### config.mk
export PLATFORM = sky130hd
export DESIGN_NAME = trick_timer_detect
export DESIGN_NICKNAME = d
export VERILOG_FILES = /design/src/rtl/opl2_pkg.sv /design/src/rtl/trick_timer_detect_channel.sv /design/src/rtl/trick_timer_detect.sv
export SDC_FILE = /design/constraint.sdc
export NUM_CORES = 1
export LEC_CHECK = 0
export BUFFER_PORTS_ARGS = -buffer_cell sky130_fd_sc_hd__buf_4
export CAP_MARGIN = 30
export CORE_UTILIZATION = 60
export CTS_BUF_LIST = sky130_fd_sc_hd__clkbuf_8
export DETAILED_ROUTE_END_ITERATION = 10
export HOLD_SLACK_MARGIN = 0.06
export PLACE_DENSITY = 0.77
export SLEW_MARGIN = 0
export SYNTH_ARGS = -nofsm -noshare
export SYNTH_HDL_FRONTEND = slang
export SYNTH_SLANG_ARGS = --single-unit
### constraint.sdc
create_clock -name clk -period 7.1 [get_ports clk]
set_clock_uncertainty 0.2 [all_clocks]
set_input_delay 1.42 -clock clk [delete_from_list [all_inputs] [get_ports clk]]
set_output_delay 1.42 -clock clk [all_outputs]
set_load 0.005 [all_outputs]
### src/rtl/opl2_pkg.sv
// Shared OPL2 register-file types and timer register constants.
package opl2_pkg;

  localparam int unsigned REG_FILE_DATA_WIDTH = 8;

  typedef struct packed {
    logic                           valid;
    logic [REG_FILE_DATA_WIDTH-1:0] addr;
    logic [REG_FILE_DATA_WIDTH-1:0] data;
  } opl2_reg_wr_t;

  localparam logic [REG_FILE_DATA_WIDTH-1:0] TIMER1_REG_ADDR     = 8'h02;
  localparam logic [REG_FILE_DATA_WIDTH-1:0] TIMER2_REG_ADDR     = 8'h03;
  localparam logic [REG_FILE_DATA_WIDTH-1:0] TIMER_CTRL_REG_ADDR = 8'h04;

  // Timer 2 ticks are four Timer 1 ticks long.
  localparam int unsigned TIMER1_TICK_MULT = 1;
  localparam int unsigned TIMER2_TICK_MULT = 4;

endpackage

### src/rtl/trick_timer_detect_channel.sv
// One timer channel: preload capture, read-count threshold, force flag and,
// with TRICK_SW_DETECT_TIMEOUT_EN, an idle disarm counter.
module trick_timer_detect_channel
  import opl2_pkg::*;
#(
  parameter int unsigned CHANNEL             = 0,
  parameter int unsigned READS_PER_TICK      = 50,
  parameter int unsigned IDLE_TIMEOUT_CYCLES = 1 << 20,
  parameter int unsigned CNT_W               = 16
) (
  input  logic         clk,
  input  logic         reset,
  input  opl2_reg_wr_t reg_wr,
  input  logic         read_evt,
  output logic         force_ovf,
  output logic         armed
);

  localparam logic [REG_FILE_DATA_WIDTH-1:0] PreloadAddr =
      (CHANNEL == 0) ? TIMER1_REG_ADDR : TIMER2_REG_ADDR;
  localparam int unsigned TickMult = (CHANNEL == 0) ? TIMER1_TICK_MULT : TIMER2_TICK_MULT;
  localparam int unsigned StartBit = CHANNEL;
  localparam int unsigned MaskBit  = 6 - CHANNEL;

  logic [REG_FILE_DATA_WIDTH-1:0] preload_q, preload_d;
  logic [CNT_W-1:0]               count_q, count_d;
  logic [CNT_W-1:0]               threshold_q, threshold_d;
  logic [CNT_W-1:0]               threshold_calc;
  logic                           armed_q, armed_d;
  logic                           force_q, force_d;
  logic                           ctrl_wr, pre_wr;

  assign ctrl_wr = reg_wr.valid && (reg_wr.addr == TIMER_CTRL_REG_ADDR);
  assign pre_wr  = reg_wr.valid && (reg_wr.addr == PreloadAddr);

  // CNT_W is sized for the largest product, so the cast never drops bits.
  assign threshold_calc =
      CNT_W'((32'd256 - 32'(preload_q)) * READS_PER_TICK * TickMult);

`ifdef TRICK_SW_DETECT_TIMEOUT_EN
  localparam int unsigned IdleW = $clog2(IDLE_TIMEOUT_CYCLES + 1);
  logic [IdleW-1:0] idle_q, idle_d;
`else
  logic unused_idle_param;
  assign unused_idle_param = ^IDLE_TIMEOUT_CYCLES;
`endif

  always_comb begin
    preload_d   = preload_q;
    count_d     = count_q;
    threshold_d = threshold_q;
    armed_d     = armed_q;
    force_d     = force_q;
`ifdef TRICK_SW_DETECT_TIMEOUT_EN
    idle_d      = idle_q;
`endif

    if (pre_wr) preload_d = reg_wr.data;

    if (ctrl_wr) begin
      if (!reg_wr.data[7] && reg_wr.data[StartBit] && !reg_wr.data[MaskBit]) begin
        armed_d     = 1'b1;
        count_d     = '0;
        force_d     = 1'b0;
        threshold_d = threshold_calc;
`ifdef TRICK_SW_DETECT_TIMEOUT_EN
        idle_d      = '0;
`endif
      end else begin
        armed_d = 1'b0;
        force_d = 1'b0;
      end
    end else if (pre_wr && armed_q) begin
      armed_d = 1'b0;
      force_d = 1'b0;
    end else if (armed_q) begin
`ifdef TRICK_SW_DETECT_TIMEOUT_EN
      // Timeout leaves force untouched so a late overflow is not lost.
      if (read_evt) begin
        idle_d = '0;
      end else if (idle_q == IdleW'(IDLE_TIMEOUT_CYCLES - 1)) begin
        idle_d  = '0;
        armed_d = 1'b0;
      end else begin
        idle_d = idle_q + 1'b1;
      end
`endif
      if (read_evt && (count_q < threshold_q)) begin
        count_d = count_q + 1'b1;
        if (count_d == threshold_q) force_d = 1'b1;
      end
    end
  end

  always_ff @(posedge clk) begin
    if (reset) begin
      preload_q   <= '0;
      count_q     <= '0;
      threshold_q <= '0;
      armed_q     <= 1'b0;
      force_q     <= 1'b0;
`ifdef TRICK_SW_DETECT_TIMEOUT_EN
      idle_q      <= '0;
`endif
    end else begin
      preload_q   <= preload_d;
      count_q     <= count_d;
      threshold_q <= threshold_d;
      armed_q     <= armed_d;
      force_q     <= force_d;
`ifdef TRICK_SW_DETECT_TIMEOUT_EN
      idle_q      <= idle_d;
`endif
    end
  end

  assign force_ovf = force_q;
  assign armed     = armed_q;

endmodule

### src/rtl/trick_timer_detect.sv
// Snoops the OPL host bus and forces timer overflow after enough status reads.
// Optional idle disarm is enabled by defining TRICK_SW_DETECT_TIMEOUT_EN.
module trick_timer_detect
  import opl2_pkg::*;
#(
  parameter int unsigned NUM_TIMERS          = 2,
  parameter int unsigned READS_PER_TICK      = 50,
  parameter int unsigned IDLE_TIMEOUT_CYCLES = 1 << 20
) (
  input  logic                           clk,
  input  logic                           reset,
  input  logic                           cs_n,
  input  logic                           rd_n,
  input  logic                           wr_n,
  input  logic                           address,
  input  logic [REG_FILE_DATA_WIDTH-1:0] din,
  output logic [NUM_TIMERS-1:0]          force_timer_overflow,
  output logic [NUM_TIMERS-1:0]          armed
);

  localparam int unsigned CntW = $clog2(256 * 4 * READS_PER_TICK + 1);

  logic                           cs_p1_n_q, rd_p1_n_q, wr_p1_n_q, addr_p1_q;
  logic [REG_FILE_DATA_WIDTH-1:0] din_p1_q;
  logic                           rd_p2_q, wr_p2_q;
  logic [REG_FILE_DATA_WIDTH-1:0] reg_addr_q, reg_addr_d;
  opl2_reg_wr_t                   reg_wr_q, reg_wr_d;
  logic                           rd_act, wr_act, rd_evt, wr_evt;

  // p2 holds last cycle's active level so a held strobe yields one event.
  assign rd_act = !cs_p1_n_q && !rd_p1_n_q;
  assign wr_act = !cs_p1_n_q && !wr_p1_n_q;
  assign rd_evt = rd_act && !rd_p2_q;
  assign wr_evt = wr_act && !wr_p2_q;

  always_comb begin
    reg_addr_d     = reg_addr_q;
    reg_wr_d.valid = wr_evt && addr_p1_q;
    reg_wr_d.addr  = reg_addr_q;
    reg_wr_d.data  = din_p1_q;
    if (wr_evt && !addr_p1_q) reg_addr_d = din_p1_q;
  end

  always_ff @(posedge clk) begin
    if (reset) begin
      cs_p1_n_q  <= 1'b1;
      rd_p1_n_q  <= 1'b1;
      wr_p1_n_q  <= 1'b1;
      addr_p1_q  <= 1'b0;
      din_p1_q   <= '0;
      rd_p2_q    <= 1'b0;
      wr_p2_q    <= 1'b0;
      reg_addr_q <= '0;
      reg_wr_q   <= '0;
    end else begin
      cs_p1_n_q  <= cs_n;
      rd_p1_n_q  <= rd_n;
      wr_p1_n_q  <= wr_n;
      addr_p1_q  <= address;
      din_p1_q   <= din;
      rd_p2_q    <= rd_act;
      wr_p2_q    <= wr_act;
      reg_addr_q <= reg_addr_d;
      reg_wr_q   <= reg_wr_d;
    end
  end

  for (genvar i = 0; i < NUM_TIMERS; i++) begin : g_chan
    trick_timer_detect_channel #(
      .CHANNEL            (i),
      .READS_PER_TICK     (READS_PER_TICK),
      .IDLE_TIMEOUT_CYCLES(IDLE_TIMEOUT_CYCLES),
      .CNT_W              (CntW)
    ) u_chan (
      .clk      (clk),
      .reset    (reset),
      .reg_wr   (reg_wr_q),
      .read_evt (rd_evt),
      .force_ovf(force_timer_overflow[i]),
      .armed    (armed[i])
    );
  end

endmodule
==> reports/qor.txt <==
Status = finished clean
Max-Cap Viols = 0
Worst EP arrival = 4.29 ns
Post-synth EDFFs = 0
Int Power = 1.067 mW
First-pass DRT Iterations = 5
Die height = 117.6 µm
P_leak = 3.627 nW
Num CTS Buffers = 17
Antenna cells = 0
Vias = 6547
Pins Over Slew Limit = 0
Synth Area in Compound Gates = 0.1324
Worst-Margin Slew = 0.9992 ns
Final wirelength = 16800 µm
R2R Path End = g_chan[0].u_chan.threshold_q[13]$_SDFFE_PP0P_
Crit path launch type = register
Ports = 18
Global Route Usage Sum = 0.2586
Setup-failing EPs final = 0
CP Launch Point = g_chan[0].u_chan.preload_q[0]$_SDFFE_PP0P_
Seq/Total Area, Yosys = 0.2972
CP max-delay cell = dfxtp_1
Synth top area share = 0.2972
First-pass GRT wire length = 29010 µm
Mapped Area = 0.008016 mm²
Antenna violations before repair = 0
First-iteration detailed-routing DRC count = 590
Die width = 117.6 µm
Combinational Power Share = 0.049
CP Max Fanout = 10
Cell mode on critical path = ha_1
Final Hold Fails = 0
# hold bufs at CTS = 0
Post-synthesis adder-cell area fraction = 0.1620
ANT nets after route = 0
Final Worst Setup Slack = 2.972 ns
Post-Synth XOR/XNOR Area = 0.07102
Final period util = 0.5814
YS warnings = 0
Crit path to = g_chan[0].u_chan.threshold_q[13]$_SDFFE_PP0P_
CTS tree = built
Post-Syn Nets = 1068
GPL Wtd Cong = 0.9246
Setup TNS = 0 ns
Max H-tree Level = 4
Clock Latency Late Sink = 0.46 ns
Layout area overhead = 7.507%
Root Driver = clkbuf_8
CP cell instances = inv_1, ha_1, xnor2_1, ha_1, ha_1, inv_1, fa_1, inv_1, ha_1, nor2b_1, o21a_1, o211ai_1, a31oi_1, or4b_1, o311ai_1
Min-Delay Path Class = reg2reg
DIE AREA = 0.01383 mm²
Ranking of synthesized cells by area = dfxtp_1 (30%), ha_1 (14%), xnor2_1 (4.6%)
Synth Flop Type = dfxtp_1
Total grt overflow = 0
Core Area = 0.01282 mm²
Synth async-reset ratio = 0
Psw = 365.1 µW
Post-Synth Simple-Gate Area = 0.2397
Post-synthesis mux area share = 0.03262
Worst r2r src = g_chan[0].u_chan.preload_q[0]$_SDFFE_PP0P_
Largest family of logic cells by synthesized area = simple AND/OR/NAND/NOR gates
Clock share of power = 0.464
Synth cell types = 69
Routed wirelength normalized by instance count = 14.88 µm
CP max stage delay = 0.55 ns
Clk sinks = 119
Max rail drop VDD = 0.0002408 V
Postcts setup bufs = 0
Max Root-Sink Buffers = 2
CP required = 7.27 ns
Sequential share of power = 0.487
DRC violations left = 0
#FFs+latches synth = 119
Worst R2R Path Depth = 15
Flop2flop setup slack = 2.97 ns
DP Worst Slack = 2.967 ns
Via/cell ratio = 5.799
Share of cells above drive strength 1 = 0.07524
FMAX = 242.3 MHz
Largest net degree at the start of global routing = 103
Yosys top cell by area = dfxtp_1
Sw Ratio = 0.2550
CP endpoint kind = register
# resized after CTS = 0
Max-slew headroom = 0.3339
Post-DP HPWL = 12330 µm
Tmin final = 4.128 ns
Vias in the first global route = 6148
Synth Instances = 955
Clk slew on worst S/H paths = 0.08 ns
Port Buffer Count = 17
Avg Cell Area, Syn = 8.394 µm²
Core Rows = 41
Nets@finish = 1057
PD cells = 166.1 mW/mm²
Critical setup path kind = reg2reg
Unrepaired setup endpoints after global routing = false
Initial core utilization = 0.6251
==> metrics by stage <==
step	utilization	hold WS, ns	std cells	power [mW]	area [µm²]
global placement	0.6360	0.1984	1095	0.7805	8157
finish	0.6720	0.2094	1129	1.432	8618
floorplan	-	0.1911	955	0.7624	8016
CTS	0.6720	0.2142	1129	1.441	8618
detailed placement	0.6387	0.2029	1097	0.7827	8192
global route	0.6720	0.2337	1129	1.483	8618
==> state kept, by name (all words and copies together) (netlist names), 2 cells and up <==
signal / flops
g_chan.u_chan.count_q: 32
din_p1_q: 8
g_chan.u_chan.force_ovf: 2
reg_wr_q: 17
g_chan.u_chan.threshold_q: 28
g_chan.u_chan.armed: 2
reg_addr_q: 8
g_chan.u_chan.preload_q: 16
==> power by group through the flow <==
stage	Combinational [mW]	Sequential, mW	Clock (mW)
floorplan	0.0600	0.702	0
global placement	0.0679	0.713	0
detailed placement	0.0699	0.713	0
CTS	0.0700	0.697	0.674
global route	0.0789	0.700	0.704
finish	0.0699	0.698	0.664
==> metal layers <==
metal  part of all wire  wire [µm]  vias to the layer above  GRT usage
li1                   -          -                     3353          -
met2               0.45       7508                      168     0.4153
met1               0.48       8109                     3006     0.3428
met3              0.054        913                       20    0.05911
met4              0.016        270                        0    0.08413
met5                  0          0                        -          0
==> cells in the mapped netlist (15+ instances only) <==
cell,count
dfxtp_1,119
ha_1,91
xor2_1,23
nor2_1,57
nand3_1,43
a21oi_1,51
mux2i_1,25
o21ai_0,25
nor2b_1,34
clkbuf_1,31
xnor2_1,42
nand2_1,80
and3_1,15
nand3b_1,15
inv_1,75
nand4_1,19
a31oi_1,20
nor3_1,27
==> worst min-delay path by stage <==
stage / slack (ns) / end / cells past startpoint / startpoint
after floorplan: 0.19 / rd_p2_q$_SDFF_PP0_ / 1 / rd_p1_n_q$_SDFF_PP1_
after global placement: 0.20 / rd_p2_q$_SDFF_PP0_ / 1 / rd_p1_n_q$_SDFF_PP1_
after detailed placement: 0.20 / rd_p2_q$_SDFF_PP0_ / 1 / rd_p1_n_q$_SDFF_PP1_
after CTS: 0.21 / rd_p2_q$_SDFF_PP0_ / 1 / rd_p1_n_q$_SDFF_PP1_
after global routing: 0.23 / rd_p2_q$_SDFF_PP0_ / 1 / rd_p1_n_q$_SDFF_PP1_
final: 0.21 / rd_p2_q$_SDFF_PP0_ / 1 / rd_p1_n_q$_SDFF_PP1_
==> final cells by class <==
type / instances / area, µm²
Multi-Input combinational cell: 707 / 5112
Clock buffer: 17 / 234.0
Timing Repair Buffer: 24 / 200.2
Tap cell: 172 / 215.2
Clock inverter: 15 / 192.7
Inverter: 75 / 281.5
Fill cell: 1086 / 4207
Sequential cell: 119 / 2382
==> placed cells by master, fill, tap and decap left out, types with 6 or more instances in the layout <==
cell,netlist,routed
nor2b_1,34,34
nor4_1,6,6
xnor2_1,42,42
a21oi_1,51,51
o31ai_1,6,6
nand3_1,43,43
ha_1,91,91
dfxtp_1,119,119
or4_1,11,11
clkbuf_8,0,17
and3_1,15,15
fa_1,8,8
nand2b_1,7,7
mux2i_1,25,25
nor2_1,57,57
xor2_1,23,23
buf_4,5,23
nand3b_1,15,15
a21o_1,9,9
a31oi_1,20,20
o211ai_1,6,6
nand4_1,19,19
inv_1,75,76
nand2_1,80,80
o21a_1,6,6
o21ai_0,25,25
or3_1,7,7
nor3_1,27,27
==> kinds of logic after synthesis <==
| logic type | after synthesis |
|---|---|
| compound gates | 164 |
| xor+xnor | 65 |
| fa+ha+maj | 99 |
| buf+inv | 129 |
| flops | 119 |
| mux | 26 |
| simple gates | 353 |
==> worst max-delay path: cells and delay by family (launching register included) <==
kind	cells	cell delay, ns
AOI/OAI and AO/OA	4	0.62
DFF	1	0.55
and+or+nand+nor	2	0.63
adders and majority gates	5	1.59
buffers and inverters	3	0.17
xor gates and xnor gates	1	0.25
Note: power is estimated with default switching activity, not from simulation.
